**config.mk**
```make
export PLATFORM = sky130hd
export DESIGN_NAME = hazard_detection_unit_flat
export DESIGN_NICKNAME = d
export VERILOG_FILES = /design/src/rtl/hazard_detection_unit_if.sv /design/src/rtl/hazard_detection_unit.sv /design/src/flat_wrapper.sv
export SDC_FILE = /design/constraint.sdc
export NUM_CORES = 1
export LEC_CHECK = 0
export CAP_MARGIN = 10
export CORE_ASPECT_RATIO = 0.8
export CORE_MARGIN = 2
export CORE_UTILIZATION = 46
export CTS_BUF_LIST = sky130_fd_sc_hd__clkbuf_2 sky130_fd_sc_hd__clkbuf_4 sky130_fd_sc_hd__clkbuf_8
export DETAILED_ROUTE_END_ITERATION = 10
export PLACE_DENSITY_LB_ADDON = 0.08
export RECOVER_POWER = 50
export SLEW_MARGIN = 20
export SYNTH_ARGS = -nofsm -noshare
export SYNTH_HDL_FRONTEND = slang
export SYNTH_SLANG_ARGS = --single-unit
```
**constraint.sdc**
```tcl
create_clock -name clk -period 3.3 [get_ports clk]
set_input_delay 0.66 -clock clk [delete_from_list [all_inputs] [get_ports clk]]
set_output_delay 0.66 -clock clk [all_outputs]
set_load 0.02 [all_outputs]
```
**src/rtl/hazard_detection_unit_if.sv**
```systemverilog
// Purpose : bundles the pipeline-side hazard inputs and the stall/flush/MDU controls.
// Latency : wires only, no state.
// Backpressure : none here; stall and flush outputs are carried back to the pipeline as plain signals.
//
// Port summary
//   master : pipeline side, drives the ID/EX/MEM hazard fields and observes the controls
//   slave  : hazard unit side, reads the hazard fields and drives the controls
interface hazard_detection_unit_if;
  // Instruction currently in ID
  logic [4:0]  IF_ID_Rs;
  logic [4:0]  IF_ID_Rt;
  logic        IF_ID_UsesRt;
  logic        IF_ID_Branch;
  logic        IF_ID_Jump;
  logic        BranchTaken;
  logic        IF_ID_MDUStart;
  logic        IF_ID_ReadsHiLo;
  // Instruction currently in EX
  logic        ID_EX_MemRead;
  logic        ID_EX_RegWrite;
  logic [4:0]  ID_EX_Rd;
  // Instruction currently in MEM
  logic        EX_MEM_MemRead;
  logic [4:0]  EX_MEM_Rd;
  // Pipeline controls
  logic        PCWrite;
  logic        IF_ID_Write;
  logic        IF_ID_Flush;
  logic        ID_EX_Flush;
  logic        MDU_Start;
  logic        MDU_Busy;
  logic [15:0] StallCount;

  modport master (
    output IF_ID_Rs, IF_ID_Rt, IF_ID_UsesRt, IF_ID_Branch, IF_ID_Jump, BranchTaken,
           IF_ID_MDUStart, IF_ID_ReadsHiLo,
           ID_EX_MemRead, ID_EX_RegWrite, ID_EX_Rd,
           EX_MEM_MemRead, EX_MEM_Rd,
    input  PCWrite, IF_ID_Write, IF_ID_Flush, ID_EX_Flush, MDU_Start, MDU_Busy, StallCount
  );

  modport slave (
    input  IF_ID_Rs, IF_ID_Rt, IF_ID_UsesRt, IF_ID_Branch, IF_ID_Jump, BranchTaken,
           IF_ID_MDUStart, IF_ID_ReadsHiLo,
           ID_EX_MemRead, ID_EX_RegWrite, ID_EX_Rd,
           EX_MEM_MemRead, EX_MEM_Rd,
    output PCWrite, IF_ID_Write, IF_ID_Flush, ID_EX_Flush, MDU_Start, MDU_Busy, StallCount
  );
endinterface

```
**src/rtl/hazard_detection_unit.sv**
```systemverilog
// Purpose : detects load-use, branch-operand and HI/LO hazards, sequences the mult/div unit.
// Latency : stall/flush/start controls are combinational in the same cycle; state updates on clk.
// Backpressure : STALL freezes PC and IF/ID and injects a bubble into ID/EX; stall beats flush.
//
// Ports
//   clk   : system clock, all state on rising edge
//   reset : synchronous, active-low; while low the pipeline is frozen and flushed
//   hdu   : hazard_detection_unit_if.slave, ID/EX/MEM hazard fields in, pipeline controls out
module hazard_detection_unit #(
  parameter int MDU_LATENCY = 4   // EX cycles a mult/div occupies, 2..15
) (
  input  logic                   clk,
  input  logic                   reset,
  hazard_detection_unit_if.slave hdu
);

  typedef enum logic {
    RUN      = 1'b0,
    MDU_WAIT = 1'b1
  } state_t;

  // The counter holds the remaining busy cycles after the current one, so
  // loading LATENCY-1 yields exactly MDU_LATENCY cycles in MDU_WAIT.
  localparam logic [3:0] CNT_LOAD = 4'(MDU_LATENCY - 1);

  state_t      state_q, state_d;
  logic [3:0]  cnt_q, cnt_d;
  logic [15:0] stall_count_q;

  logic lu_hazard;
  logic br_hazard;
  logic md_hazard;
  logic stall;
  logic mdu_start;

  // Hazard terms. Register 0 is hard-wired zero, so it never creates a dependency.
  always_comb begin
    lu_hazard = hdu.ID_EX_MemRead && (hdu.ID_EX_Rd != 5'd0) &&
                ((hdu.ID_EX_Rd == hdu.IF_ID_Rs) ||
                 (hdu.IF_ID_UsesRt && (hdu.ID_EX_Rd == hdu.IF_ID_Rt)));

    // Branches compare in ID, so an ALU result still in EX or a load result
    // still in MEM cannot be forwarded in time.
    br_hazard = 1'b0;
    if (hdu.IF_ID_Branch) begin
      if (hdu.ID_EX_RegWrite && (hdu.ID_EX_Rd != 5'd0) &&
          ((hdu.ID_EX_Rd == hdu.IF_ID_Rs) || (hdu.ID_EX_Rd == hdu.IF_ID_Rt)))
        br_hazard = 1'b1;
      if (hdu.EX_MEM_MemRead && (hdu.EX_MEM_Rd != 5'd0) &&
          ((hdu.EX_MEM_Rd == hdu.IF_ID_Rs) || (hdu.EX_MEM_Rd == hdu.IF_ID_Rt)))
        br_hazard = 1'b1;
    end

    // While the MDU is busy, HI/LO readers and new mult/div must wait.
    md_hazard = (state_q == MDU_WAIT) && (hdu.IF_ID_ReadsHiLo || hdu.IF_ID_MDUStart);

    stall = lu_hazard || br_hazard || md_hazard;
  end

  // FSM next state and start pulse
  always_comb begin
    state_d   = state_q;
    cnt_d     = cnt_q;
    mdu_start = 1'b0;
    case (state_q)
      RUN: begin
        // A stalled mult/div is not started; it retries next cycle.
        if (hdu.IF_ID_MDUStart && !stall) begin
          mdu_start = 1'b1;
          cnt_d     = CNT_LOAD;
          state_d   = MDU_WAIT;
        end
      end
      MDU_WAIT: begin
        if (cnt_q == 4'd0) begin
          state_d = RUN;
        end else begin
          cnt_d = cnt_q - 4'd1;
        end
      end
      default: begin
        state_d = RUN;
        cnt_d   = 4'd0;
      end
    endcase
  end

  always_ff @(posedge clk) begin
    if (!reset) begin
      state_q       <= RUN;
      cnt_q         <= 4'd0;
      stall_count_q <= 16'd0;
    end else begin
      state_q <= state_d;
      cnt_q   <= cnt_d;
      if (stall && (stall_count_q != 16'hFFFF))
        stall_count_q <= stall_count_q + 16'd1;
    end
  end

  // Pipeline controls. Reset forces a frozen, fully flushed pipeline no matter
  // what the hazard inputs say.
  always_comb begin
    hdu.PCWrite     = 1'b0;
    hdu.IF_ID_Write = 1'b0;
    hdu.IF_ID_Flush = 1'b1;
    hdu.ID_EX_Flush = 1'b1;
    hdu.MDU_Start   = 1'b0;
    hdu.MDU_Busy    = 1'b0;
    if (reset) begin
      hdu.MDU_Busy = (state_q == MDU_WAIT);
      if (stall) begin
        // A taken branch waits for clean operands before redirecting fetch.
        hdu.PCWrite     = 1'b0;
        hdu.IF_ID_Write = 1'b0;
        hdu.IF_ID_Flush = 1'b0;
        hdu.ID_EX_Flush = 1'b1;
        hdu.MDU_Start   = 1'b0;
      end else begin
        hdu.PCWrite     = 1'b1;
        hdu.IF_ID_Write = 1'b1;
        hdu.IF_ID_Flush = (hdu.IF_ID_Branch && hdu.BranchTaken) || hdu.IF_ID_Jump;
        hdu.ID_EX_Flush = 1'b0;
        hdu.MDU_Start   = mdu_start;
      end
    end
  end

  assign hdu.StallCount = stall_count_q;

endmodule

```
**src/flat_wrapper.sv**
```systemverilog
// flat-port wrapper written by rule: the top's interface ports become plain ports
module hazard_detection_unit_flat 
#(
  parameter int MDU_LATENCY = 4                                          
)
  (clk, reset, hdu_IF_ID_Rs, hdu_IF_ID_Rt, hdu_IF_ID_UsesRt, hdu_IF_ID_Branch, hdu_IF_ID_Jump, hdu_BranchTaken, hdu_IF_ID_MDUStart, hdu_IF_ID_ReadsHiLo, hdu_ID_EX_MemRead, hdu_ID_EX_RegWrite, hdu_ID_EX_Rd, hdu_EX_MEM_MemRead, hdu_EX_MEM_Rd, hdu_PCWrite, hdu_IF_ID_Write, hdu_IF_ID_Flush, hdu_ID_EX_Flush, hdu_MDU_Start, hdu_MDU_Busy, hdu_StallCount);
  hazard_detection_unit_if hdu_i ();
  input  logic clk;
  input  logic reset;
  input wire logic [$bits(hdu_i.IF_ID_Rs)-1:0] hdu_IF_ID_Rs;
  input wire logic [$bits(hdu_i.IF_ID_Rt)-1:0] hdu_IF_ID_Rt;
  input wire logic [$bits(hdu_i.IF_ID_UsesRt)-1:0] hdu_IF_ID_UsesRt;
  input wire logic [$bits(hdu_i.IF_ID_Branch)-1:0] hdu_IF_ID_Branch;
  input wire logic [$bits(hdu_i.IF_ID_Jump)-1:0] hdu_IF_ID_Jump;
  input wire logic [$bits(hdu_i.BranchTaken)-1:0] hdu_BranchTaken;
  input wire logic [$bits(hdu_i.IF_ID_MDUStart)-1:0] hdu_IF_ID_MDUStart;
  input wire logic [$bits(hdu_i.IF_ID_ReadsHiLo)-1:0] hdu_IF_ID_ReadsHiLo;
  input wire logic [$bits(hdu_i.ID_EX_MemRead)-1:0] hdu_ID_EX_MemRead;
  input wire logic [$bits(hdu_i.ID_EX_RegWrite)-1:0] hdu_ID_EX_RegWrite;
  input wire logic [$bits(hdu_i.ID_EX_Rd)-1:0] hdu_ID_EX_Rd;
  input wire logic [$bits(hdu_i.EX_MEM_MemRead)-1:0] hdu_EX_MEM_MemRead;
  input wire logic [$bits(hdu_i.EX_MEM_Rd)-1:0] hdu_EX_MEM_Rd;
  output wire logic [$bits(hdu_i.PCWrite)-1:0] hdu_PCWrite;
  output wire logic [$bits(hdu_i.IF_ID_Write)-1:0] hdu_IF_ID_Write;
  output wire logic [$bits(hdu_i.IF_ID_Flush)-1:0] hdu_IF_ID_Flush;
  output wire logic [$bits(hdu_i.ID_EX_Flush)-1:0] hdu_ID_EX_Flush;
  output wire logic [$bits(hdu_i.MDU_Start)-1:0] hdu_MDU_Start;
  output wire logic [$bits(hdu_i.MDU_Busy)-1:0] hdu_MDU_Busy;
  output wire logic [$bits(hdu_i.StallCount)-1:0] hdu_StallCount;
  assign hdu_i.IF_ID_Rs = hdu_IF_ID_Rs;
  assign hdu_i.IF_ID_Rt = hdu_IF_ID_Rt;
  assign hdu_i.IF_ID_UsesRt = hdu_IF_ID_UsesRt;
  assign hdu_i.IF_ID_Branch = hdu_IF_ID_Branch;
  assign hdu_i.IF_ID_Jump = hdu_IF_ID_Jump;
  assign hdu_i.BranchTaken = hdu_BranchTaken;
  assign hdu_i.IF_ID_MDUStart = hdu_IF_ID_MDUStart;
  assign hdu_i.IF_ID_ReadsHiLo = hdu_IF_ID_ReadsHiLo;
  assign hdu_i.ID_EX_MemRead = hdu_ID_EX_MemRead;
  assign hdu_i.ID_EX_RegWrite = hdu_ID_EX_RegWrite;
  assign hdu_i.ID_EX_Rd = hdu_ID_EX_Rd;
  assign hdu_i.EX_MEM_MemRead = hdu_EX_MEM_MemRead;
  assign hdu_i.EX_MEM_Rd = hdu_EX_MEM_Rd;
  assign hdu_PCWrite = hdu_i.PCWrite;
  assign hdu_IF_ID_Write = hdu_i.IF_ID_Write;
  assign hdu_IF_ID_Flush = hdu_i.IF_ID_Flush;
  assign hdu_ID_EX_Flush = hdu_i.ID_EX_Flush;
  assign hdu_MDU_Start = hdu_i.MDU_Start;
  assign hdu_MDU_Busy = hdu_i.MDU_Busy;
  assign hdu_StallCount = hdu_i.StallCount;
  hazard_detection_unit #(.MDU_LATENCY(MDU_LATENCY)) u_core (.clk(clk), .reset(reset), .hdu(hdu_i));
endmodule
```
# Yosys cells after proc, flatten, opt, wreduce, memory -nomap -nowiden
# Index checks and enable logic that the tools add are counted.
op_classes:
  addsub: 2
  eq_ne: 7
  muxes: 19
  n_bitwise: 1
  reduce_logical: 23
op_table:
  columns: ["cell", "n"]
  rows:
  - ["$eq 5x5->1", 4]
  - ["$add 16x1->16 const B", 1]
  - ["$ne 16x16->1 const B", 1]
  - ["$mux 1", 15]
  - ["$logic_and 1x1->1", 11]
  - ["$reduce_bool 5->1", 2]
  - ["$mux 4", 2]
  - ["$pmux 4 s2", 1]
  - ["$logic_or 1x1->1", 7]
  - ["$logic_not 4->1", 1]
  - ["$sub 4x1->4 const B", 1]
  - ["$ne 2x1->1 const B", 1]
  - ["$ne 2x2->1 const B", 1]
  - ["$pmux 1 s2", 1]
  - ["$reduce_and 2->1", 1]
  - ["$logic_not 1->1", 1]
  - ["$not 1->1", 1]
word_totals:
  register_bits: 21
  inputBits: 31
  out_inout_bits: 22

# Logic depth before layout (Yosys ltp)
logic_depth:
  ltp_word: 14
  mapped_depth: 9
  depth_no_buf: 7

# Worst setup path after synthesis
# Ideal clock, no wire load.
synth_path:
  kind: "input port to output port"
  from: "in hdu_EX_MEM_Rd[0]"
  to: "out hdu_PCWrite"
  arrival_time_ns: 2.516
  path_slack_ns: 0.124
  path_stages: 9
  path_buffers: 3
  cell_sequence: "or4_1 o211ai_2 inv_2 a221oi_4 buf_6 buf_8 nand2_2 inv_1 buf_4"
synth_between:
  elab_chain_len: 9
  elab_cells_between_ends: 12
  classes_between: "eq/ne: 2; mux: 4; reduce/logical: 6"
synth_lines:
  columns: ["element", "line", "rtl"]
  rows:
  - ["from (decl)", "flat_wrapper.sv:22", "input wire logic [$bits(hdu_i.EX_MEM_Rd)-1:0] hdu_EX_MEM_Rd;"]
  - ["$eq 5x5->1 or $reduce_bool 5->1 (tied branches)", "hazard_detection_unit.sv:50, hazard_detection_unit.sv:49", null]
  - ["$logic_or 1x1->1 or $logic_and 1x1->1 (tied branches)", "hazard_detection_unit.sv:50, hazard_detection_unit.sv:49", null]
  - ["$logic_and 1x1->1 (*)", "hazard_detection_unit.sv:49", "if (hdu.EX_MEM_MemRead && (hdu.EX_MEM_Rd != 5'd0) &&"]
  - ["$mux 1 (*)", "hazard_detection_unit.sv:49", null]
  - ["$mux 1 (*)", "hazard_detection_unit.sv:45", "if (hdu.IF_ID_Branch) begin"]
  - ["$logic_or 1x1->1 (*) (2 in series)", "hazard_detection_unit.sv:57", "stall = lu_hazard || br_hazard || md_hazard;"]
  - ["$mux 1 (*) (2 in series)", null, null]
  - ["to (decl)", "flat_wrapper.sv:23", "output wire logic [$bits(hdu_i.PCWrite)-1:0] hdu_PCWrite;"]
# Every way passes the cells marked *; elsewhere a longest branch is shown, timed or not.

# Worst setup path in the final report
layout_path:
  from: "in hdu_EX_MEM_Rd[0]"
  to: "out hdu_ID_EX_Flush"
layout_between:
  elab_chain_len: 9
  elab_cells_between_ends: 12
  classes_between: "eq/ne: 2; mux: 4; reduce/logical: 6"
layout_lines:
  columns: ["element", "line", "rtl"]
  rows:
  - ["$eq 5x5->1 or $reduce_bool 5->1 (tied branches)", "hazard_detection_unit.sv:50, hazard_detection_unit.sv:49", null]
  - ["$logic_or 1x1->1 or $logic_and 1x1->1 (tied branches)", "hazard_detection_unit.sv:50, hazard_detection_unit.sv:49", null]
  - ["$logic_and 1x1->1 (*)", "hazard_detection_unit.sv:49", null]
  - ["$mux 1 (*)", "hazard_detection_unit.sv:49", null]
  - ["$mux 1 (*)", "hazard_detection_unit.sv:45", null]
  - ["$logic_or 1x1->1 (*) (2 in series)", "hazard_detection_unit.sv:57", null]
  - ["$mux 1 (*)", "hazard_detection_unit.sv:112", "if (stall) begin"]
  - ["$mux 1 (*)", "hazard_detection_unit.sv:110", "if (reset) begin"]
  - ["to (decl)", "flat_wrapper.sv:26", "output wire logic [$bits(hdu_i.ID_EX_Flush)-1:0] hdu_ID_EX_Flush;"]
# Marks and branches as above.

==> results.md <==
- Status: complete, no violations
- Die area: 3640 um2
- # rows: 18
- Post-synth EDFFs: 0
- Avg WL per Cell: 14.6 um
- Slowest cell on the critical path: or4_4
- Vias in the first global route: 1374
- # port buffers: 52
- IO Pins: 53
- F_max: 0.307 GHz
- Total leakage power: 0.765 nW
- Remaining DRCs: 0
- Setup total negative slack: 0 ps
- CTS tree: built
- CP required: 2640 ps
- Crit path largest cell delay: 560 ps
- CP Class: input port to output pin
- CTS sink cnt: 21
- Via count: 1556
- YS warnings: 0
- Clk buf depth: 2
- Slew Limit Fails: 0
- Final Setup Violations: 0
- Nets: 268
- Max IR drop VDD: 0.000289 V
- Skew final: 2.47 ps
- Count leader, synth: dfxtp_1
- Vertical die dimension: 54.4 um
- GRT overflow: 0
- CTS H-Tree Depth: 1
- Clock buffer count from CTS: 3
- Crit-path cells: clkdlybuf4s50_1, or4_4, o211ai_2, inv_2, a221oi_4, nand2_2, clkdlybuf4s15_1
- Fraction of layout cells with a size suffix above 1: 0.150
- Net count after synthesis: 207
- Tot GR Track Use: 0.230
- Cell accounting for the most synthesized area: dfxtp_1
- Initial antenna violation count: 0
- Area share of the largest cell type after synthesis: 0.288
- DRT antenna net count: 0
- Fin. Hold Viols: 0
- Utilization after layout: 0.686
- Die X: 67.0 um
- Worst min-delay path class: flop to flop
- HPWL Detailed: 3120 um
- Root Buffer: clkbuf_8
- Synth Instances: 174
- Unrepaired setup endpoints after global routing: yes
- Synthesized flop and latch total: 21
- Final min period: 3260 ps
- Clk pin slew, worst setup/hold paths: 70 ps
- Global-route wire length before repair: 6220 um
- Worst slew pin tran: 833 ps
- PwrDens: 294 nW/um2
- Asr flop ratio synth: 0
- ANT cells: 0
- Crit path buf inv count: 3
- Setup bufs post-CTS: 0
- Initial Utilization: 0.477
- Pin count of the biggest net entering global routing: 32
- Synth Flop Type: dfxtp_1
- Launch point of the worst path: hdu_EX_MEM_Rd[0]
- Clk_lat worst skew: 260 ps
- Core area: 3060 um2
- Final wirelength: 3990 um
- Seq/Total Area, Yosys: 0.288
- Crit path max fanout: 3
- DRT Pass-1 Iters: 4
- Crit path capture type: output pin
- Mean Syn Cell Area: 8.39 um2
- Top cells by count, synth: dfxtp_1, xnor2_1, or4_1
- WP data arrival: 2600 ps
- GPL Wtd Cong: 0.851
- Startpoint Class: input port
- Synth area leaders: dfxtp_1, xnor2_1, or4_1, o31ai_1, nand3_1
- Final Cycle Share: 0.987
- Hold Path Origin: u_core.hdu.StallCount[15]
- Critical path's top delay family: buffers and inverters
- Crit Reg-Reg Startpoint: u_core.hdu.StallCount[1]
- Synth Cell Area: 1460 um2
- Yosys cell types: 49
- Rel. slew slack: 0.444
- Layout area overhead: 43.9%
- Average via count per standard cell: 5.68
- Max-Cap Viols: 0
- DRT iter0 DRCs: 95
- Pwr Total: 618 uW
-- layer usage --
layer	GRT usage	part of all wire
met3	0.0453	0.049
met1	0.294	0.46
met4	0.0544	0.0073
met5	0	0
met2	0.405	0.48
-- cell type report --
type,instances,area (um2)
fill,274,962
sequential,21,420
tap,40,50.0
clock buffer,3,41.3
clock inverter,1,5.00
timing repair buffer,66,608
inverter,9,33.8
multi-input combinational,134,942
-- worst register-to-register path: cells and delay by family (launching register included) --
kind | cells | cell delay, ps
compound gates | 2 | 340
simple gates | 3 | 990
flops | 1 | 400
buf+inv | 1 | 170
fa+ha+maj | 1 | 220
-- sequential cells by signal, summed over array words and instances, names as in the netlist --
register               count
u_core.hdu.StallCount     16
u_core.cnt_q               4
u_core.state_q             1
-- what timing repair did --
| action | in CTS | in global routing |
|---|---|---|
| endpoints found under the setup margin | 5 | 3 |
| pin swaps | 0 | 1 |
| hold buffers | 0 | 0 |
| gates resized for setup | 18 | 2 |
-- power breakdown --
| group | leakage (nW) | total (mW) | internal, mW | switching [mW] |
|---|---|---|---|---|
| Clock | 0.0255 | 0.168 | 0.0841 | 0.0841 |
| Sequential | 0.170 | 0.269 | 0.261 | 0.00816 |
| Combinational | 0.569 | 0.181 | 0.0929 | 0.0876 |
| Total | 0.765 | 0.618 | 0.438 | 0.180 |
-- layout by cell type, fill, tap and decap left out, types with 7 or more instances in the layout --
master	netlist	layout
o31ai_1	10	10
dfxtp_1	21	21
nand2_1	12	12
nand3_1	12	12
a21oi_1	10	10
buf_4	2	15
inv_1	7	7
xnor2_1	20	20
dlygate4sd3_1	0	16
clkdlybuf4s50_1	0	31
or4_1	13	12
-- cells by family after synthesis --
| group | after synthesis | synth area share |
|---|---|---|
| muxes | 1 | 0.00686 |
| AOI/OAI and AO/OA | 48 | 0.249 |
| buffers and inverters | 19 | 0.0694 |
| adders and majority gates | 2 | 0.0171 |
| xor gates and xnor gates | 20 | 0.120 |
| DFF | 21 | 0.288 |
| and+or+nand+nor | 63 | 0.250 |
-- path summary, 6_finish.rpt --
path	cells past startpoint	end	slack (ps)
setup / recovery	7	hdu_ID_EX_Flush	40
hold / removal	2	u_core.hdu.StallCount[15]	480
setup reg to reg	7	u_core.hdu.StallCount[2]	1080
hold reg to reg	2	u_core.hdu.StallCount[15]	480
-- through the flow --
step / hold WS, ps / setup WS, ps / area [um2] / instances
2_1_floorplan: 456 / 124 / 1460 / 174
3_3_place_gp: 465 / -337 / 2070 / 270
3_5_place_dp: 476 / -398 / 2070 / 270
4_1_cts: 488 / 11.4 / 2100 / 274
5_1_grt: 518 / -52.1 / 2100 / 274
6_report: 483 / 41.4 / 2100 / 274
(Power assumes the default switching activity.)
